<file path="config.mk">
export PLATFORM = sky130hd
export DESIGN_NAME = alu_mdu
export DESIGN_NICKNAME = d
export VERILOG_FILES = /design/src/rtl/alu_pkg.sv /design/src/rtl/mdu_iter.sv /design/src/rtl/alu_mdu.sv
export SDC_FILE = /design/constraint.sdc
export NUM_CORES = 1
export LEC_CHECK = 0
export CORE_MARGIN = 3
export CORE_UTILIZATION = 44
export DETAILED_ROUTE_END_ITERATION = 6
export PLACE_DENSITY = 0.68
export SLEW_MARGIN = 0
export SYNTH_ARGS = -nofsm -noshare
export SYNTH_HDL_FRONTEND = slang
export SYNTH_HIERARCHICAL = 1
export SYNTH_SLANG_ARGS = --single-unit
export TNS_END_PERCENT = 20
</file>
<file path="constraint.sdc">
create_clock -name clk -period 8.7 [get_ports clk]
set_input_delay 1.74 -clock clk [delete_from_list [all_inputs] [get_ports clk]]
set_output_delay 1.74 -clock clk [all_outputs]
set_load 0.01 [all_outputs]
</file>
<file path="src/rtl/alu_pkg.sv">
// ============================================================================
// alu_pkg : funct codes and MDU state encoding shared by alu_mdu and mdu_iter
// Revision: 1.0
// ============================================================================
`default_nettype none

package alu_pkg;

  localparam logic [5:0] FN_ADD   = 6'b100000;
  localparam logic [5:0] FN_SUB   = 6'b100010;
  localparam logic [5:0] FN_AND   = 6'b100100;
  localparam logic [5:0] FN_OR    = 6'b100101;
  localparam logic [5:0] FN_SLT   = 6'b101010;
  localparam logic [5:0] FN_SRL   = 6'b000010;
  localparam logic [5:0] FN_MFHI  = 6'b010000;
  localparam logic [5:0] FN_MFLO  = 6'b010010;
  localparam logic [5:0] FN_MULTU = 6'b011001;
  localparam logic [5:0] FN_DIVU  = 6'b011011;
  localparam logic [5:0] FN_MULT  = 6'b011000;
  localparam logic [5:0] FN_DIV   = 6'b011010;

  typedef enum logic [1:0] {
    IDLE = 2'd0,
    MUL  = 2'd1,
    DIV  = 2'd2,
    DONE = 2'd3
  } mdu_state_t;

endpackage

`default_nettype wire

</file>
<file path="src/rtl/mdu_iter.sv">
// ============================================================================
// mdu_iter : one-bit-per-cycle unsigned shift-add multiplier / restoring divider
// Revision: 1.0
// ============================================================================
`default_nettype none

module mdu_iter #(
  parameter int WIDTH = 32,
  parameter int CNT_W = $clog2(WIDTH) + 1
) (
  input  logic             clk,
  input  logic             reset,
  input  logic             load,
  input  logic             step,
  input  logic             is_div,
  input  logic [WIDTH-1:0] op_a,
  input  logic [WIDTH-1:0] op_b,
  output logic             last,
  output logic [WIDTH-1:0] res_hi,
  output logic [WIDTH-1:0] res_lo
);

  // acc holds the product high half / partial remainder; quo holds the
  // multiplier being consumed / the dividend being replaced by quotient bits
  logic [WIDTH-1:0] acc_q, acc_d;
  logic [WIDTH-1:0] quo_q, quo_d;
  logic [WIDTH-1:0] opb_q, opb_d;
  logic [CNT_W-1:0] cnt_q, cnt_d;
  logic [WIDTH:0]   mul_sum;
  logic [WIDTH:0]   div_shift;
  logic [WIDTH:0]   div_diff;

  always_comb begin
    mul_sum   = {1'b0, acc_q} + (quo_q[0] ? {1'b0, opb_q} : {(WIDTH+1){1'b0}});
    div_shift = {acc_q, quo_q[WIDTH-1]};
    div_diff  = div_shift - {1'b0, opb_q};
    acc_d = acc_q;
    quo_d = quo_q;
    opb_d = opb_q;
    cnt_d = cnt_q;
    if (load) begin
      acc_d = '0;
      quo_d = op_a;
      opb_d = op_b;
      cnt_d = CNT_W'(WIDTH);
    end else if (step) begin
      cnt_d = cnt_q - CNT_W'(1);
      if (is_div) begin
        // a zero divisor never borrows: quotient all ones, remainder = dividend
        if (!div_diff[WIDTH]) begin
          acc_d = div_diff[WIDTH-1:0];
          quo_d = {quo_q[WIDTH-2:0], 1'b1};
        end else begin
          acc_d = div_shift[WIDTH-1:0];
          quo_d = {quo_q[WIDTH-2:0], 1'b0};
        end
      end else begin
        {acc_d, quo_d} = {mul_sum, quo_q[WIDTH-1:1]};
      end
    end
  end

  always_ff @(posedge clk or negedge reset) begin
    if (!reset) begin
      acc_q <= '0;
      quo_q <= '0;
      opb_q <= '0;
      cnt_q <= '0;
    end else begin
      acc_q <= acc_d;
      quo_q <= quo_d;
      opb_q <= opb_d;
      cnt_q <= cnt_d;
    end
  end

  assign last   = (cnt_q == CNT_W'(1));
  assign res_hi = acc_d;
  assign res_lo = quo_d;

endmodule

`default_nettype wire

</file>
<file path="src/rtl/alu_mdu.sv">
// ============================================================================
// alu_mdu : EX-stage ALU with registered result and iterative MUL/DIV (HI/LO)
// Optional: define ALU_MDU_SIGNED_EN to add signed MULT / DIV
// Revision: 1.0
// ============================================================================
`default_nettype none

module alu_mdu
  import alu_pkg::*;
#(
  parameter int WIDTH = 32,
  parameter int CNT_W = $clog2(WIDTH) + 1
) (
  input  logic             clk,
  input  logic             reset,
  input  logic             in_valid,
  output logic             in_ready,
  input  logic [5:0]       Signal,
  input  logic [WIDTH-1:0] dataA,
  input  logic [WIDTH-1:0] dataB,
  output logic             out_valid,
  output logic [WIDTH-1:0] dataOut,
  output logic             overflow,
  output logic             zero,
  output logic             illegal
);

  mdu_state_t       state_q, state_d;
  logic [WIDTH-1:0] hi_q, hi_d, lo_q, lo_d;
  logic [WIDTH-1:0] data_out_q, data_out_d;
  logic             out_valid_q, out_valid_d;
  logic             overflow_q, overflow_d;
  logic             illegal_q, illegal_d;
  logic             zero_q, zero_d;

  logic [WIDTH-1:0] sum, diff, alu_res;
  logic             alu_ovf, alu_ill;
  logic             op_mul, op_div, accept;
  logic [WIDTH-1:0] mag_a, mag_b;
  logic [WIDTH-1:0] it_hi, it_lo, fin_hi, fin_lo;
  logic             it_last, mdu_load, mdu_step, mdu_is_div;

`ifdef ALU_MDU_SIGNED_EN
  logic             op_signed;
  logic             neg_q_q, neg_q_d;
  logic             neg_r_q, neg_r_d;
`endif

  assign in_ready = (state_q == IDLE) && reset;
  assign accept   = in_valid && in_ready;
  assign sum      = dataA + dataB;
  assign diff     = dataA - dataB;

  always_comb begin
    op_mul = (Signal == FN_MULTU);
    op_div = (Signal == FN_DIVU);
    mag_a  = dataA;
    mag_b  = dataB;
`ifdef ALU_MDU_SIGNED_EN
    op_signed = (Signal == FN_MULT) || (Signal == FN_DIV);
    op_mul    = op_mul || (Signal == FN_MULT);
    op_div    = op_div || (Signal == FN_DIV);
    if (op_signed) begin
      mag_a = dataA[WIDTH-1] ? -dataA : dataA;
      mag_b = dataB[WIDTH-1] ? -dataB : dataB;
    end
`endif
  end

  always_comb begin
    alu_res = '0;
    alu_ovf = 1'b0;
    alu_ill = 1'b0;
    case (Signal)
      FN_ADD: begin
        alu_res = sum;
        alu_ovf = (dataA[WIDTH-1] == dataB[WIDTH-1]) && (sum[WIDTH-1] != dataA[WIDTH-1]);
      end
      FN_SUB: begin
        alu_res = diff;
        alu_ovf = (dataA[WIDTH-1] != dataB[WIDTH-1]) && (diff[WIDTH-1] != dataA[WIDTH-1]);
      end
      FN_AND:  alu_res = dataA & dataB;
      FN_OR:   alu_res = dataA | dataB;
      FN_SLT:  alu_res = {{(WIDTH-1){1'b0}}, ($signed(dataA) < $signed(dataB))};
      FN_SRL:  alu_res = dataA >> dataB[CNT_W-2:0];
      FN_MFHI: alu_res = hi_q;
      FN_MFLO: alu_res = lo_q;
      default: alu_ill = 1'b1;
    endcase
  end

  // The iterator works on magnitudes; signs are re-applied as HI/LO are written
  always_comb begin
    fin_hi = it_hi;
    fin_lo = it_lo;
`ifdef ALU_MDU_SIGNED_EN
    if (state_q == MUL && neg_q_q) begin
      {fin_hi, fin_lo} = -{it_hi, it_lo};
    end
    if (state_q == DIV) begin
      if (neg_q_q) fin_lo = -it_lo;
      if (neg_r_q) fin_hi = -it_hi;
    end
`endif
  end

  always_comb begin
    state_d     = state_q;
    hi_d        = hi_q;
    lo_d        = lo_q;
    data_out_d  = data_out_q;
    out_valid_d = 1'b0;
    overflow_d  = overflow_q;
    illegal_d   = illegal_q;
    zero_d      = zero_q;
    mdu_load    = 1'b0;
`ifdef ALU_MDU_SIGNED_EN
    neg_q_d     = neg_q_q;
    neg_r_d     = neg_r_q;
`endif
    case (state_q)
      IDLE: begin
        if (accept) begin
          if (op_mul || op_div) begin
            state_d  = op_div ? DIV : MUL;
            mdu_load = 1'b1;
`ifdef ALU_MDU_SIGNED_EN
            neg_q_d  = op_signed && (dataA[WIDTH-1] ^ dataB[WIDTH-1]);
            neg_r_d  = op_signed && dataA[WIDTH-1];
`endif
          end else begin
            out_valid_d = 1'b1;
            data_out_d  = alu_res;
            overflow_d  = alu_ovf;
            illegal_d   = alu_ill;
            zero_d      = (alu_res == '0);
          end
        end
      end
      MUL, DIV: begin
        if (it_last) begin
          state_d     = DONE;
          hi_d        = fin_hi;
          lo_d        = fin_lo;
          data_out_d  = fin_lo;
          out_valid_d = 1'b1;
          overflow_d  = 1'b0;
          illegal_d   = 1'b0;
          zero_d      = (fin_lo == '0);
        end
      end
      default: state_d = IDLE;
    endcase
  end

  always_ff @(posedge clk or negedge reset) begin
    if (!reset) begin
      state_q     <= IDLE;
      hi_q        <= '0;
      lo_q        <= '0;
      data_out_q  <= '0;
      out_valid_q <= 1'b0;
      overflow_q  <= 1'b0;
      illegal_q   <= 1'b0;
      zero_q      <= 1'b0;
`ifdef ALU_MDU_SIGNED_EN
      neg_q_q     <= 1'b0;
      neg_r_q     <= 1'b0;
`endif
    end else begin
      state_q     <= state_d;
      hi_q        <= hi_d;
      lo_q        <= lo_d;
      data_out_q  <= data_out_d;
      out_valid_q <= out_valid_d;
      overflow_q  <= overflow_d;
      illegal_q   <= illegal_d;
      zero_q      <= zero_d;
`ifdef ALU_MDU_SIGNED_EN
      neg_q_q     <= neg_q_d;
      neg_r_q     <= neg_r_d;
`endif
    end
  end

  assign mdu_step   = (state_q == MUL) || (state_q == DIV);
  assign mdu_is_div = (state_q == DIV);

  mdu_iter #(
    .WIDTH (WIDTH),
    .CNT_W (CNT_W)
  ) u_iter (
    .clk    (clk),
    .reset  (reset),
    .load   (mdu_load),
    .step   (mdu_step),
    .is_div (mdu_is_div),
    .op_a   (mag_a),
    .op_b   (mag_b),
    .last   (it_last),
    .res_hi (it_hi),
    .res_lo (it_lo)
  );

  assign out_valid = out_valid_q;
  assign dataOut   = data_out_q;
  assign overflow  = overflow_q;
  assign illegal   = illegal_q;
  assign zero      = zero_q;

endmodule

`default_nettype wire

</file>
==> impl_results.md <==
* Synth warn at 6
* Clock-pin slew on the worst setup and hold paths at 70 ps
* Largest net degree at the start of global routing at 85
* Synth Area in Adders at 11.2%
* Top post-synthesis cells by area: dfrtp_1, ha_1, nand2_1, o21ai_0, mux2_2
* Worst setup path start: dataB[2]
* Iteration-0 DRC Markers at 2,690
* Worst r2r src: u_iter/quo_q[31]
* Post-Synth XOR/XNOR Area at 2.47%
* Worst path buffer plus inverter count at 4
* Relative slew slack at 14.6%
* GPL Wtd Cong at 0.994
* Fin. Hold Viols at 0
* Leak pwr at 9.87 nW
* DRC viols at 0
* Drt first pass iters at 6
* Critical path's largest stage delay at 630 ps
* Worst Tran Pin Value at 1250 ps
* Max VDD drop at 227 uV
* CTS tree: yes
* Crit path max-delay family: compound AO/OA/AOI/OAI gates
* Core Util, Final at 49.9%
* Crit path required time at 9150 ps
* Post-cts sizing count at 0
* Routed WL per cell at 27.4 um
* Die W at 224 um
* Status: completed
* Row count at 79
* Initial antenna violation count at 3
* Die height at 224 um
* R2R setup slack at 3620 ps
* Tmin final at 6060 ps
* Fill cell count at 4,539
* Layout area overhead at 11.4%
* Number of buffers added for setup after CTS at 0
* Max Transition Viols Final at 0
* Sequential element share of the synthesized area at 24.4%
* Crit. End Element: register
* Synth Area per Inst at 8.14 sq um
* Yosys top cell area share at 24.4%
* Post-synth EDFFs at 0
* Yosys top cell by area: dfrtp_1
* Power Dens Cells at 314 nW/um^2
* PortBufs at 109
* Hold path start: dataOut[28]
* Core Footprint at 46,800 sq um
* Die ar. at 50,300 sq um
* Placed Area at 22,400 sq um
* Global route overflow at 0
* First-pass GRT wire length at 130 mm
* Initial Utilization at 44.8%
* Max Cap Viol at 0
* Period utilization at 69.6%
* RSZ-0062 raised after global routing: false
* Share of cells above drive strength 1 at 9.42%
* Fmax at 165 MHz
* Hold buffer count at cts at 0
* Routed via count at 21,100
* CP max stage cell: o311ai_1
* Final Net Count at 2,853
* CP Max Fanout at 32
* H-tree depth at 1
* Total Routed Length at 88.2 mm
* Vias in the first global route at 19,900
* Post-synthesis cell count at 2,573
* Crit-path cells: clkdlybuf4s50_1, buf_4, inv_1, buf_4, ha_1, nor2_1, o311ai_1, a21oi_1, a31oi_1, nand2_1, a221o_1, a21oi_1, nand3_1, nor4_2, nand4_1, o31ai_2
* Clock Sinks at 204
* Yosys reg bits at 204
* Detailed Place HPWL at 67.9 mm
* Syn nets at 2,832
* CP Capture Point: zero
* WP data arrival at 6500 ps
* Crit path launch type: input pin
* Complex-gate fraction of the synthesized area at 25.7%
* Final Setup Violations at 0
* Num CTS Buffers at 24
* Via density at 6.55
* Crit. path cell count at 16
* Worst min-delay path class: register to register
* Setup WS pre-CTS at 2300 ps
* Ys async rst share at 100%
* Post-route cell area at 23,300 sq um
* Clk_skew at 19.0 ps
* GRT Total Usage at 34.0%
* Setup CP Type: input pin to register
* Root buffer selected by CTS: clkbuf_16
* Fraction of synthesized area in multiplexers at 12.3%
* Setup WS post-layout at 2640 ps
* Simple-Gate Fraction of Synth Area at 17.9%
* Antenna viol nets, final at 0
* Clk_lat worst skew at 540 ps
* R2R depth at 18
* IO Count at 110
* Worst r2r dst: zero
* Netlist cell types at 105
* Clk buf depth at 3
* Largest family of logic cells by synthesized area: compound AO/OA/AOI/OAI gates
* Synthesized cell area at 21,000 sq um
* Setup TNS at 0 ps
* Synth Flop Type: dfrtp_1
## worst min-delay path, delay by kind of cell (launching register included)
family / cells / cell delay (ps)
simple gates: 1 / 40
compound gates: 1 / 60
flops: 1 / 350
## per-stage QoR
step,hold WS (ps),cells,power (W)
3_3_place_gp,468,3175,0.00597
4_1_cts,489,3219,0.00724
2_1_floorplan,478,2573,0.00463
3_5_place_dp,474,3175,0.00605
6_report,484,3220,0.00733
5_1_grt,518,3219,0.00782
## how the worst min path moves through the flow
stage,slack (ps),end,cells after the start
6_report,480,dataOut[28],2
5_1_grt,520,dataOut[23],2
4_1_cts,490,dataOut[28],2
3_5_place_dp,470,dataOut[28],2
3_3_place_gp,470,dataOut[29],2
2_1_floorplan,480,hi_q[14],1
## cell usage after synthesis, drive strengths merged (31+ instances only)
| cell type | n |
|---|---|
| buf | 54 |
| clkbuf | 94 |
| xnor2 | 38 |
| mux2 | 89 |
| nor3 | 53 |
| and2 | 39 |
| o211ai | 36 |
| dfrtp | 204 |
| inv | 157 |
| mux2i | 91 |
| nand2 | 303 |
| a21oi | 168 |
| nor2 | 181 |
| a21o | 49 |
| nor4 | 31 |
| ha | 182 |
| nand3 | 54 |
| o21ai | 235 |
| a211oi | 42 |
## power by group
| part | switching [W] | total, W | internal [W] |
|---|---|---|---|
| clock network | 0.000461 | 0.00117 | 0.000712 |
| logic | 0.00288 | 0.00465 | 0.00177 |
| registers | 0.000257 | 0.00151 | 0.00125 |
## sequential cells by signal, indices dropped and copies added, names as in the netlist
signal,flops
u_iter/acc_q,32
illegal,1
hi_q,32
zero,1
u_iter/opb_q,32
lo_q,32
overflow,1
out_valid,1
state_q,2
u_iter/quo_q,32
u_iter/cnt_q,6
dataOut,32
## kinds of logic (layout without fill, tap and decap cells)
kind of cell / Yosys count / after routing
simple gates: 796 / 796
mux: 209 / 209
flops: 204 / 204
other cells: 0 / 1
compound gates: 814 / 814
buf+inv: 305 / 344
fa+ha+maj: 186 / 186
xor+xnor: 59 / 59
## final cells by class
type / instances / area [sq um] / area share, %
Antenna cell: 1 / 2.50 / 0.0107
Clock buffer: 25 / 626 / 2.68
Clock inverter: 19 / 292 / 1.25
Inverter: 157 / 589 / 2.52
Multi-Input combinational cell: 2064 / 14600 / 62.7
Sequential cell: 204 / 5100 / 21.9
Tap cell: 607 / 759 / 3.25
Timing Repair Buffer: 143 / 1330 / 5.70
## layer usage
metal / wire length, um / global-route usage, %
met1: 38000 / 48.3
met2: 38300 / 52.1
met3: 8460 / 6.68
met4: 3440 / 11.5
met5: 13 / 0
## layout by cell type, fill, tap and decap left out, types with 25 or more instances in the layout
cell type | synthesis | layout
a211oi_1 | 41 | 41
a21o_1 | 49 | 49
a21oi_1 | 168 | 168
a22oi_1 | 30 | 30
and2_1 | 38 | 38
buf_4 | 3 | 34
clkbuf_16 | 0 | 25
clkdlybuf4s50_1 | 0 | 104
dfrtp_1 | 204 | 204
ha_1 | 182 | 180
inv_1 | 153 | 153
mux2_2 | 88 | 88
mux2i_1 | 90 | 90
mux4_2 | 28 | 28
nand2_1 | 303 | 302
nand3_1 | 54 | 54
nor2_1 | 181 | 179
nor3_1 | 52 | 50
nor4_1 | 27 | 27
o211ai_1 | 35 | 35
o21a_1 | 25 | 25
o21ai_0 | 227 | 226
xnor2_1 | 38 | 38
No activity file was read; power rests on OpenSTA's default activity.
